===== src/rtl/mc_sequencer_pkg.sv =====
// rtl/mc_sequencer_pkg.sv - opcode map, state/class encodings and alu_op codes for mc_sequencer
package mc_sequencer_pkg;

  localparam logic [3:0] OP_LW       = 4'b0000;
  localparam logic [3:0] OP_SW       = 4'b0001;
  localparam logic [3:0] OP_RTYPE_LO = 4'b0010;
  localparam logic [3:0] OP_RTYPE_HI = 4'b1001;
  localparam logic [3:0] OP_BEQ      = 4'b1011;
  localparam logic [3:0] OP_BNE      = 4'b1100;
  localparam logic [3:0] OP_J        = 4'b1101;

  localparam logic [1:0] ALUOP_FUNC = 2'b00;
  localparam logic [1:0] ALUOP_BR   = 2'b01;
  localparam logic [1:0] ALUOP_MEM  = 2'b10;

  typedef enum logic [2:0] {
    ST_FETCH  = 3'd0,
    ST_DECODE = 3'd1,
    ST_EXEC   = 3'd2,
    ST_MEM    = 3'd3,
    ST_WB     = 3'd4
  } state_t;

  typedef enum logic [2:0] {
    CL_LW    = 3'd0,
    CL_SW    = 3'd1,
    CL_RTYPE = 3'd2,
    CL_BR    = 3'd3,
    CL_J     = 3'd4,
    CL_ILL   = 3'd5
  } op_class_t;

endpackage


===== src/rtl/mc_sequencer_if.sv =====
// rtl/mc_sequencer_if.sv - control bundle between sequencer and datapath/data memory
interface mc_sequencer_if #(
  parameter int CNT_W = 16
);
  logic [3:0]       opcode;
  logic             mem_ready;
  logic             pc_write;
  logic             ir_write;
  logic             jump;
  logic             beq;
  logic             bne;
  logic             mem_read;
  logic             mem_write;
  logic             alu_src;
  logic             reg_dst;
  logic             mem_to_reg;
  logic             reg_write;
  logic [1:0]       alu_op;
  logic             illegal;
  logic             mem_err;
  logic [CNT_W-1:0] retired;

  modport master (
    input  opcode, mem_ready,
    output pc_write, ir_write, jump, beq, bne, mem_read, mem_write,
           alu_src, reg_dst, mem_to_reg, reg_write, alu_op, illegal, mem_err, retired
  );

  modport slave (
    output opcode, mem_ready,
    input  pc_write, ir_write, jump, beq, bne, mem_read, mem_write,
           alu_src, reg_dst, mem_to_reg, reg_write, alu_op, illegal, mem_err, retired
  );
endinterface


===== src/rtl/mc_opcode_decode.sv =====
// rtl/mc_opcode_decode.sv - combinational opcode to instruction class
module mc_opcode_decode
  import mc_sequencer_pkg::*;
(
  input  logic [3:0] op,
  output op_class_t  op_class
);

  always_comb begin
    op_class = CL_ILL;
    if (op == OP_LW)
      op_class = CL_LW;
    else if (op == OP_SW)
      op_class = CL_SW;
    else if (op >= OP_RTYPE_LO && op <= OP_RTYPE_HI)
      op_class = CL_RTYPE;
    else if (op == OP_BEQ || op == OP_BNE)
      op_class = CL_BR;
    else if (op == OP_J)
      op_class = CL_J;
  end

endmodule


===== src/rtl/mc_sequencer.sv =====
// rtl/mc_sequencer.sv - multi-cycle FETCH/DECODE/EXEC/MEM/WB control sequencer
module mc_sequencer
  import mc_sequencer_pkg::*;
#(
  parameter int MEM_WAIT_MAX = 15,
  parameter int CNT_W        = 16
) (
  input  logic          clk,
  input  logic          reset,
  mc_sequencer_if.master bus
);

  localparam logic [7:0] WAIT_LAST = 8'(MEM_WAIT_MAX - 1);

  state_t           state;
  logic [3:0]       op_q;
  logic [7:0]       wait_ctr;
  logic [CNT_W-1:0] retired_q;

  logic [3:0] op_sel;
  op_class_t  op_class;
  logic       mem_timeout;

  logic       pc_write_c, ir_write_c, jump_c, beq_c, bne_c;
  logic       mem_read_c, mem_write_c, alu_src_c, reg_dst_c;
  logic       mem_to_reg_c, reg_write_c, illegal_c, mem_err_c;
  logic [1:0] alu_op_c;

  // DECODE must classify the live opcode so an illegal op retires in that same cycle
  assign op_sel      = (state == ST_DECODE) ? bus.opcode : op_q;
  assign mem_timeout = !bus.mem_ready && (wait_ctr == WAIT_LAST);

  mc_opcode_decode u_decode (
    .op       (op_sel),
    .op_class (op_class)
  );

  // Control lines follow the state directly; MEM completion and illegal retire
  // react to mem_ready/opcode within the cycle to keep the stated latencies.
  always_comb begin
    pc_write_c   = 1'b0;
    ir_write_c   = 1'b0;
    jump_c       = 1'b0;
    beq_c        = 1'b0;
    bne_c        = 1'b0;
    mem_read_c   = 1'b0;
    mem_write_c  = 1'b0;
    alu_src_c    = 1'b0;
    reg_dst_c    = 1'b0;
    mem_to_reg_c = 1'b0;
    reg_write_c  = 1'b0;
    alu_op_c     = ALUOP_FUNC;
    illegal_c    = 1'b0;
    mem_err_c    = 1'b0;
    if (!reset) begin
      case (state)
        ST_FETCH: ir_write_c = 1'b1;
        ST_DECODE: begin
          if (op_class == CL_ILL) begin
            illegal_c  = 1'b1;
            pc_write_c = 1'b1;
          end
        end
        ST_EXEC: begin
          case (op_class)
            CL_LW, CL_SW: begin
              alu_src_c = 1'b1;
              alu_op_c  = ALUOP_MEM;
            end
            CL_RTYPE: reg_dst_c = 1'b1;
            CL_BR: begin
              alu_op_c   = ALUOP_BR;
              beq_c      = (op_q != OP_BNE);
              bne_c      = (op_q == OP_BNE);
              pc_write_c = 1'b1;
            end
            CL_J: begin
              jump_c     = 1'b1;
              pc_write_c = 1'b1;
            end
            default: ;
          endcase
        end
        ST_MEM: begin
          alu_src_c   = 1'b1;
          alu_op_c    = ALUOP_MEM;
          mem_read_c  = (op_class == CL_LW);
          mem_write_c = (op_class == CL_SW);
          if (bus.mem_ready) begin
            pc_write_c = (op_class != CL_LW);
          end else if (mem_timeout) begin
            mem_err_c  = 1'b1;
            pc_write_c = 1'b1;
          end
        end
        ST_WB: begin
          reg_write_c = 1'b1;
          pc_write_c  = 1'b1;
          if (op_class == CL_LW) begin
            mem_to_reg_c = 1'b1;
            mem_read_c   = 1'b1;
            alu_src_c    = 1'b1;
            alu_op_c     = ALUOP_MEM;
          end else begin
            reg_dst_c = 1'b1;
          end
        end
        default: ;
      endcase
    end
  end

  always_ff @(posedge clk) begin
    if (reset) begin
      state     <= ST_FETCH;
      op_q      <= '0;
      wait_ctr  <= '0;
      retired_q <= '0;
    end else begin
      if (pc_write_c && !mem_err_c)
        retired_q <= retired_q + CNT_W'(1);
      case (state)
        ST_FETCH: state <= ST_DECODE;
        ST_DECODE: begin
          op_q  <= bus.opcode;
          state <= (op_class == CL_ILL) ? ST_FETCH : ST_EXEC;
        end
        ST_EXEC: begin
          wait_ctr <= '0;
          case (op_class)
            CL_LW, CL_SW: state <= ST_MEM;
            CL_RTYPE:     state <= ST_WB;
            default:      state <= ST_FETCH;
          endcase
        end
        ST_MEM: begin
          if (bus.mem_ready)
            state <= (op_class == CL_LW) ? ST_WB : ST_FETCH;
          else if (mem_timeout)
            state <= ST_FETCH;
          else
            wait_ctr <= wait_ctr + 8'd1;
        end
        default: state <= ST_FETCH;
      endcase
    end
  end

  assign bus.pc_write   = pc_write_c;
  assign bus.ir_write   = ir_write_c;
  assign bus.jump       = jump_c;
  assign bus.beq        = beq_c;
  assign bus.bne        = bne_c;
  assign bus.mem_read   = mem_read_c;
  assign bus.mem_write  = mem_write_c;
  assign bus.alu_src    = alu_src_c;
  assign bus.reg_dst    = reg_dst_c;
  assign bus.mem_to_reg = mem_to_reg_c;
  assign bus.reg_write  = reg_write_c;
  assign bus.alu_op     = alu_op_c;
  assign bus.illegal    = illegal_c;
  assign bus.mem_err    = mem_err_c;
  assign bus.retired    = retired_q;

endmodule


===== src/flat_wrapper.sv =====
// flat-port wrapper written by rule: the top's interface ports become plain ports
module mc_sequencer_flat import mc_sequencer_pkg::*;
#(
  parameter int MEM_WAIT_MAX = 15,
  parameter int CNT_W        = 16
)
  (clk, reset, bus_opcode, bus_mem_ready, bus_pc_write, bus_ir_write, bus_jump, bus_beq, bus_bne, bus_mem_read, bus_mem_write, bus_alu_src, bus_reg_dst, bus_mem_to_reg, bus_reg_write, bus_alu_op, bus_illegal, bus_mem_err, bus_retired);
  mc_sequencer_if #(.CNT_W(CNT_W)) bus_i ();
  input  logic clk;
  input  logic reset;
  input wire logic [$bits(bus_i.opcode)-1:0] bus_opcode;
  input wire logic [$bits(bus_i.mem_ready)-1:0] bus_mem_ready;
  output wire logic [$bits(bus_i.pc_write)-1:0] bus_pc_write;
  output wire logic [$bits(bus_i.ir_write)-1:0] bus_ir_write;
  output wire logic [$bits(bus_i.jump)-1:0] bus_jump;
  output wire logic [$bits(bus_i.beq)-1:0] bus_beq;
  output wire logic [$bits(bus_i.bne)-1:0] bus_bne;
  output wire logic [$bits(bus_i.mem_read)-1:0] bus_mem_read;
  output wire logic [$bits(bus_i.mem_write)-1:0] bus_mem_write;
  output wire logic [$bits(bus_i.alu_src)-1:0] bus_alu_src;
  output wire logic [$bits(bus_i.reg_dst)-1:0] bus_reg_dst;
  output wire logic [$bits(bus_i.mem_to_reg)-1:0] bus_mem_to_reg;
  output wire logic [$bits(bus_i.reg_write)-1:0] bus_reg_write;
  output wire logic [$bits(bus_i.alu_op)-1:0] bus_alu_op;
  output wire logic [$bits(bus_i.illegal)-1:0] bus_illegal;
  output wire logic [$bits(bus_i.mem_err)-1:0] bus_mem_err;
  output wire logic [$bits(bus_i.retired)-1:0] bus_retired;
  assign bus_i.opcode = bus_opcode;
  assign bus_i.mem_ready = bus_mem_ready;
  assign bus_pc_write = bus_i.pc_write;
  assign bus_ir_write = bus_i.ir_write;
  assign bus_jump = bus_i.jump;
  assign bus_beq = bus_i.beq;
  assign bus_bne = bus_i.bne;
  assign bus_mem_read = bus_i.mem_read;
  assign bus_mem_write = bus_i.mem_write;
  assign bus_alu_src = bus_i.alu_src;
  assign bus_reg_dst = bus_i.reg_dst;
  assign bus_mem_to_reg = bus_i.mem_to_reg;
  assign bus_reg_write = bus_i.reg_write;
  assign bus_alu_op = bus_i.alu_op;
  assign bus_illegal = bus_i.illegal;
  assign bus_mem_err = bus_i.mem_err;
  assign bus_retired = bus_i.retired;
  mc_sequencer #(.MEM_WAIT_MAX(MEM_WAIT_MAX), .CNT_W(CNT_W)) u_core (.clk(clk), .reset(reset), .bus(bus_i));
endmodule

===== config.mk =====
export PLATFORM = sky130hd
export DESIGN_NAME = mc_sequencer_flat
export DESIGN_NICKNAME = d
export VERILOG_FILES = /design/src/rtl/mc_sequencer_pkg.sv /design/src/rtl/mc_sequencer_if.sv /design/src/rtl/mc_opcode_decode.sv /design/src/rtl/mc_sequencer.sv /design/src/flat_wrapper.sv
export SDC_FILE = /design/constraint.sdc
export NUM_CORES = 1
export LEC_CHECK = 0
export ABC_AREA = 1
export BUFFER_PORTS_ARGS = -buffer_cell sky130_fd_sc_hd__buf_4
export CAP_MARGIN = 20
export CELL_PAD_IN_SITES_DETAIL_PLACEMENT = 1
export CELL_PAD_IN_SITES_GLOBAL_PLACEMENT = 2
export CORE_MARGIN = 5
export CORE_UTILIZATION = 31
export CTS_BUF_LIST = sky130_fd_sc_hd__clkbuf_2 sky130_fd_sc_hd__clkbuf_4 sky130_fd_sc_hd__clkbuf_8
export CTS_CLUSTER_DIAMETER = 80
export DETAILED_ROUTE_END_ITERATION = 6
export PLACE_DENSITY_LB_ADDON = 0.1
export SETUP_SLACK_MARGIN = 0.3
export SLEW_MARGIN = 20
export SYNTH_ARGS = -nofsm -noshare
export SYNTH_HDL_FRONTEND = slang
export SYNTH_SLANG_ARGS = --single-unit

===== constraint.sdc =====
create_clock -name clk -period 2.4 [get_ports clk]
set_input_delay 0.48 -clock clk [delete_from_list [all_inputs] [get_ports clk]]
set_output_delay 0.48 -clock clk [all_outputs]
set_load 0.02 [all_outputs]

==> results.yml, run 1 <==
synth:
  yosysTopAreaCellShare_pct: 30.0
  synthMuxAreaShare_pct: 0
  netlist_instances: 309
  syn_area_mm2: 0.00207
  synth_edf_count: 0
  synth-async-reset-ratio_pct: 0
  synth_compound_area_share_pct: 10.2
  synthFlopType: "dfxtp_1"
  synth_top_family_by_area: "simple AND/OR/NAND/NOR gates"
  ys_ff_latch: 31
  yosysTopAreaCell: "dfxtp_1"
  synth_fa_ha_area_share_pct: 1.81
  yosysSeqAreaShare_pct: 30.0
  synth-warning-count: 0
  ys_top_cells_by_area: "dfxtp_1 30%, nand2_1 12%, nand4_1 8.5%"
  synth-simple-area-share_pct: 40.1
  synth_xor_area_share_pct: 6.35
  avgSynthCellArea_um2: 6.69
  ys_types: 34
  synth_fp_nets: 319
timing:
  finalSetupViolCount: 0
  fin_worst_skew_ns: 0.00772
  fin_crit_sh_pct: 97.5
  slew_headroom_pct: 63.5
  tightest_slew_ns: 0.543
  rsz0062_at_grt: "true"
  slew_viol_final: 0
  fmax_ghz: 0.427
  fin_crit_ns: 2.34
  layout_setup_ws_ns: 0.0589
  finalHoldViolCount: 0
clock_tree:
  numClockSinks: 31
  htreeDepth: 2
  holdBufCountCts: 0
  clk_pin_slew_worst_paths_ns: 0.07
  root_buffer: "clkbuf_8"
  cts.path.max_buffers: 2
  numCtsBuffers: 5
  cts_tree: "done"
  clk_latency_ns: 0.29
critical_path:
  crit_path_end: "bus_beq"
  required_ns: 1.92
  endpoint_kind: "output port"
  cp_max_fo: 8
  crit_slowest_cell: "dfxtp_4"
  r2r-end: "u_core.bus.retired[3]"
  r2r_cells: 12
  slowest_delay_ns: 0.38
  path_cells: "inv_6 > nand3_4 > nand2_2 > nand2_4 > inv_4 > nor2_4 > a22oi_2 > nor3_2 > inv_2 > nor2_2 > buf_6"
  worstSetupPathType: "reg2out"
  r2r_slack_ns: 0.30
  arrival_ns: 1.86
  start_kind: "flip-flop"
  worstSetupStartpoint: "u_core.state[1]"
  timing.rr.start: "u_core.state[1]"
die:
  die_h_um: 91.7
  fp.dieW_um: 91.7
  start_util_pct: 32.2
  io-pin-count: 38
  dieArea_mm2: 0.00841
  core_mm2: 0.00642
  placementRows: 29
detailed_routing:
  drc: 0
  ant_nets: 0
  viasPerCell: 5.06
  dr.pass1.iters: 4
  dr_total_vias: 2284
  first_iter_violations: 47
  wirelength_mm: 7.00
  wire_per_inst_um: 15.5
place:
  dp_slack_ns: 0.130
  portBuffers: 37
  dpl_cell_area_mm2: 0.00247
  dp_hpwl_mm: 4.82
  gp_congestion: 0.777
layout:
  nets: 383
  areaGrowthSynthToFinish_pct: 42.2
  diodes: 0
  fin_area_mm2: 0.00294
  nFillCells: 804
  drive_above_1_share_pct: 36.4
global_routing:
  overflow: 0
  grtUsageTotal_pct: 17.1
  antenna_found_initial: 0
  grt_pass1_vias: 2426
  grt_pass1_wl_mm: 11.7
  grt_max_degree: 33
power_and_ir_drop:
  peakVddDrop_mv: 0.323
  power_uw: 2560
  p_per_area_mw_per_mm2: 870
  p_leak_uw: 0.00125
worst_hold_path:
  min_path_type: "reg2reg"
run:
  cap_viol_max_count: 0
status:
  status: "complete, no violations"
-- registers in the layout (all words and copies together), names as in the netlist --
name,flops
u_core.bus.retired,16
u_core.op_q,4
u_core.state,3
u_core.wait_ctr,8
-- cell usage in the layout, fill, tap and decap left out, drive strengths merged, types with 4 or more instances in the layout --
cell / instances
buf: 65
nor3: 11
inv: 47
nand4: 29
nand3: 17
clkbuf: 5
dfxtp: 31
a21oi: 24
o21ai: 4
nor2: 41
nand2: 69
xor2: 12
-- stage by stage --
stage / setup TNS [ns] / hold slack (ns) / instances / utilization [%]
after floorplan: 0 / 0.462 / 309 / -
after global placement: 0 / 0.483 / 419 / 38.5
after detailed placement: 0 / 0.484 / 419 / 38.5
after CTS: 0 / 0.488 / 448 / 45.0
after global routing: -0.155 / 0.524 / 451 / 45.8
final: 0 / 0.499 / 451 / 45.8
-- worst max-delay path, delay by kind of cell, from the launching register on --
kind	cells	cell delay, ns
and+or+nand+nor	6	0.78
buffers and inverters	4	0.33
DFF	1	0.38
AOI/OAI and AO/OA	1	0.08
-- worst min-delay path by stage --
stage | from | endpoint | slack, ns | cells after the start
2_1_floorplan | u_core.wait_ctr[3] | u_core.wait_ctr[3] | 0.46 | 2
3_5_place_dp | u_core.wait_ctr[3] | u_core.wait_ctr[3] | 0.48 | 2
6_report | u_core.bus.retired[15] | u_core.bus.retired[15] | 0.50 | 2
4_1_cts | bus_mem_ready | u_core.state[2] | 0.49 | 3
5_1_grt | bus_mem_ready | u_core.state[2] | 0.52 | 3
3_3_place_gp | u_core.bus.retired[15] | u_core.bus.retired[15] | 0.48 | 2
-- cell usage after synthesis, types with 3 or more instances --
master,count
o21ai_0,4
a21oi_1,23
nor3_1,9
nand3_4,3
dfxtp_1,31
xnor2_1,3
nand3_1,13
ha_1,3
nand2_2,3
nor2_2,3
nand2_1,66
nand4_1,28
clkbuf_1,6
nor2_1,38
inv_1,42
xor2_1,12
-- per-layer routing --
| metal | share of wire, % | GRT usage, % | wire [um] | up-vias |
|---|---|---|---|---|
| met5 | 0 | 0 | 0 | - |
| li1 | - | - | - | 1145 |
| met3 | 2.1 | 3.11 | 146 | 9 |
| met1 | 47 | 21.2 | 3270 | 1104 |
| met4 | 1.3 | 6.28 | 93 | 0 |
| met2 | 50 | 29.6 | 3490 | 26 |
-- power by group --
part	leakage, uW	switching, uW	internal (uW)	total (uW)
Sequential	0.000253	81.3	588	669
Clock	0.0000477	214	198	413
Combinational	0.000947	930	546	1480
Total	0.00125	1230	1330	2560
-- cell families after synthesis --
logic type,Yosys count
adders and majority gates,3
buffers and inverters,55
AOI/OAI and AO/OA,37
and+or+nand+nor,168
xor gates and xnor gates,15
DFF,31
-- what timing repair did --
action | CTS | global route
gates resized for setup | 57 | 10
setup buffers | 19 | 3
pin swaps | 24 | 3
gates cloned | 2 | 0
hold endpoints to repair | 0 | 0
endpoints found under the setup margin | 29 | 32
-- area by class of cell --
class                           count  area, um^2  share of cell area [%]
Clock inverter                      3        15.0                   0.511
Tap cell                           77        96.3                    3.28
Inverter                           45         184                    6.26
Timing Repair inverter              2        7.51                   0.255
Timing Repair Buffer               65         536                    18.2
Clock buffer                        5        68.8                    2.34
Sequential cell                    31         632                    21.5
Multi-Input combinational cell    223        1400                    47.7
Power figures use the tool's default switching activity.
==> run 2: changes to the inputs <==
CORE_UTILIZATION = 30   (was 31)
SYNTH_HIERARCHICAL = 1   (was not set)
==> run 2 against run 1 <==
Effect of this change:
- the run now ends with negative setup slack left
- clock-buffer cell count up 2
- via count up 7.7%
- sequential share of layout area down 3.8 points
- area after synthesis up 4.7%
- clock power up 4%
- maximum frequency down 23%
- die area up 7.2%
- core utilization up 3.6 points
- combinational power up 110%
- synthesized cell count up 12%
- largest cell class unchanged
==> results.yml, run 2 <==
synth:
  synth_edf_count: 0
  synth-warning-count: 6
  yosysTopAreaCellShare_pct: 28.7
  ys_top_cells_by_area: "dfxtp_1 29%, nand2_1 12%, nor2_1 11%"
  synth-async-reset-ratio_pct: 0
  ys_types: 34
  yosysTopAreaCell: "dfxtp_1"
  avgSynthCellArea_um2: 6.24
  netlist_instances: 347
  synth_fp_nets: 357
  syn_area_mm2: 0.00216
  synth.most_common_cell: "nand2_1"
  synthFlopType: "dfxtp_1"
  yosysSeqAreaShare_pct: 28.7
  synth_common_cells: "72 x nand2_1, 61 x nor2_1, 60 x inv_1"
  ys_ff_latch: 31
run:
  cap_viol_max_count: 0
timing:
  tightest_slew_ns: 0.594
  timing.hold.ws_ns: 0.468
  finalSetupViolCount: 29
  layout_setup_ws_ns: -0.624
  fin_crit_sh_pct: 126
  fin_crit_ns: 3.02
  rsz0062_at_grt: "true"
  slew_headroom_pct: 60.0
  slew_viol_final: 0
  finalHoldViolCount: 0
  fmax_ghz: 0.331
  tns_ns: -14.16
  fin_worst_skew_ns: 0.0137
clock_tree:
  clk_pin_slew_worst_paths_ns: 0.08
  clk_latency_ns: 0.28
  numClockSinks: 31
  root_buffer: "clkbuf_8"
  htreeDepth: 2
  numCtsBuffers: 5
  cts.path.max_buffers: 2
  cts_tree: "done"
layout:
  diodes: 0
  layout_commonest_cell: "nand2_1"
  largest_reg_flops: 16
  nFillCells: 940
  areaGrowthSynthToFinish_pct: 62.8
  layout_common_cells: "58 x nand2_1, 57 x buf_4, 47 x inv_1, 47 x nor2_1, 38 x buf_6"
  nets: 451
  fin_area_mm2: 0.00352
  drive_above_1_share_pct: 45.9
  instances_no_fill: 541
die:
  core_mm2: 0.00714
  dieArea_mm2: 0.00901
  die_h_um: 94.9
  fp.dieW_um: 94.9
  io-pin-count: 38
  start_util_pct: 30.3
  placementRows: 31
power_and_ir_drop:
  p_sw_uw: 1870
  p_int_uw: 2310
  share_comb_of_total_power_pct: 73.9
  p_per_area_mw_per_mm2: 1190
  p_seq_share_pct: 15.9
  switching_share_pct: 44.7
  peakVddDrop_mv: 0.900
  p_leak_uw: 0.00155
  clkPwrFrac_pct: 10.2
critical_path:
  start_kind: "flip-flop"
  endpoint_kind: "output port"
  cp_max_fo: 4
  arrival_ns: 2.54
  timing.rr.start: "u_core/state[0]"
  worstSetupStartpoint: "u_core/state[0]"
  required_ns: 1.92
  worstSetupPathType: "reg2out"
global_routing:
  grt_pass1_wl_mm: 12.0
  antenna_found_initial: 0
  grt_max_degree: 25
  overflow: 0
  grt_pass1_vias: 2568
  grtUsageTotal_pct: 16.7
detailed_routing:
  first_iter_violations: 43
  drc: 0
  wirelength_mm: 7.82
  dr_total_vias: 2459
  wire_per_inst_um: 14.5
  dr.pass1.iters: 4
  ant_nets: 0
  viasPerCell: 4.55
place:
  portBuffers: 37
  dpl_cell_area_mm2: 0.00280
  gp_congestion: 0.764
  place_inst: 497
  dp_hpwl_mm: 4.99
  dp_slack_ns: -0.340
status:
  status: "finished, violations left"
  violations: "negative setup slack"
worst_hold_path:
  min_path_type: "reg2reg"
  holdCritStartpoint: "u_core/wait_ctr[7]"
-- run 2: cell types whose count changed after synthesis, sizes merged, moves of 6 or more --
cell    change
a21oi       -8
inv        +23
nand2      +14
nand3       +8
nand4      -20
nor2       +25
nor3        -6
o21ai       +6
o21bai      +6
xor2       -10
-- run 2: layout make-up --
type	count	area [um^2]	share of cell area (%)
multi-input cells	239	1550	43.9
inverters	68	265	7.53
flip-flops and latches	31	623	17.7
well taps	99	124	3.51
repair buffers	96	876	24.8
clock inverters	1	5.00	0.142
clock buffers	7	83.8	2.38
-- run 2: stage by stage --
stage | utilization (%) | power [uW]
after floorplan | - | 1740
after global placement | 39.3 | 2270
after detailed placement | 39.3 | 2290
after CTS | 44.8 | 3380
after global routing | 49.4 | 4430
final | 49.4 | 4180
-- run 2: timing repair --
action	in CTS	in global routing
buffers inserted	23	13
gates resized for setup	42	61
hold buffers	0	0
endpoints found under the setup margin	30	33
pin swaps	18	28
-- run 2: layer usage --
layer	vias to the layer above	share of wire, %	GRT usage, %
met5	-	0	0
met4	0	1.2	4.93
met3	6	2.4	2.63
met2	32	53	30.5
met1	1161	43	20.0
li1	1260	-	-
-- run 2: final timing paths --
kind	slack, ns	cells past startpoint	endpoint
max reg2reg	-0.47	23	u_core/bus.retired[9]
max	-0.62	17	bus_illegal
min	0.47	2	u_core/wait_ctr[7]
min reg2reg	0.47	2	u_core/wait_ctr[7]
-- run 2: critical path: stages (launching register included) --
cell and delay [ns]:
dfxtp_2 0.35, inv_2 0.06, nor3_4 0.26, buf_6 0.15, inv_4 0.04, nand2_2 0.06, inv_2 0.05, a21oi_4 0.13
inv_2 0.07, buf_4 0.14, a21oi_4 0.20, nand2_4 0.11, nor2_4 0.13, nand2_2 0.08, buf_6 0.12, buf_6 0.11
nor2_4 0.09, buf_6 0.12
-- run 2: cells by family (layout without fill, tap and decap cells) --
| kind of cell | count (synthesis) | count (layout) | share of synthesized area (%) |
|---|---|---|---|
| AO/OA/AOI/OAI | 40 | 40 | 10.9 |
| XOR/XNOR | 3 | 3 | 1.21 |
| adder cells (fa/ha/maj) | 3 | 3 | 1.73 |
| buffers and inverters | 77 | 172 | 14.9 |
| flip-flops | 31 | 31 | 28.7 |
| AND/OR/NAND/NOR | 193 | 193 | 42.6 |
-- run 2: power by group through the flow --
stage               Sequential [uW]  Combinational [uW]  Clock, uW
floorplan                       684                1060          0
global placement                663                1610          0
detailed placement              665                1620          0
CTS                             656                2270        448
global route                    673                3290        468
finish                          663                3090        428
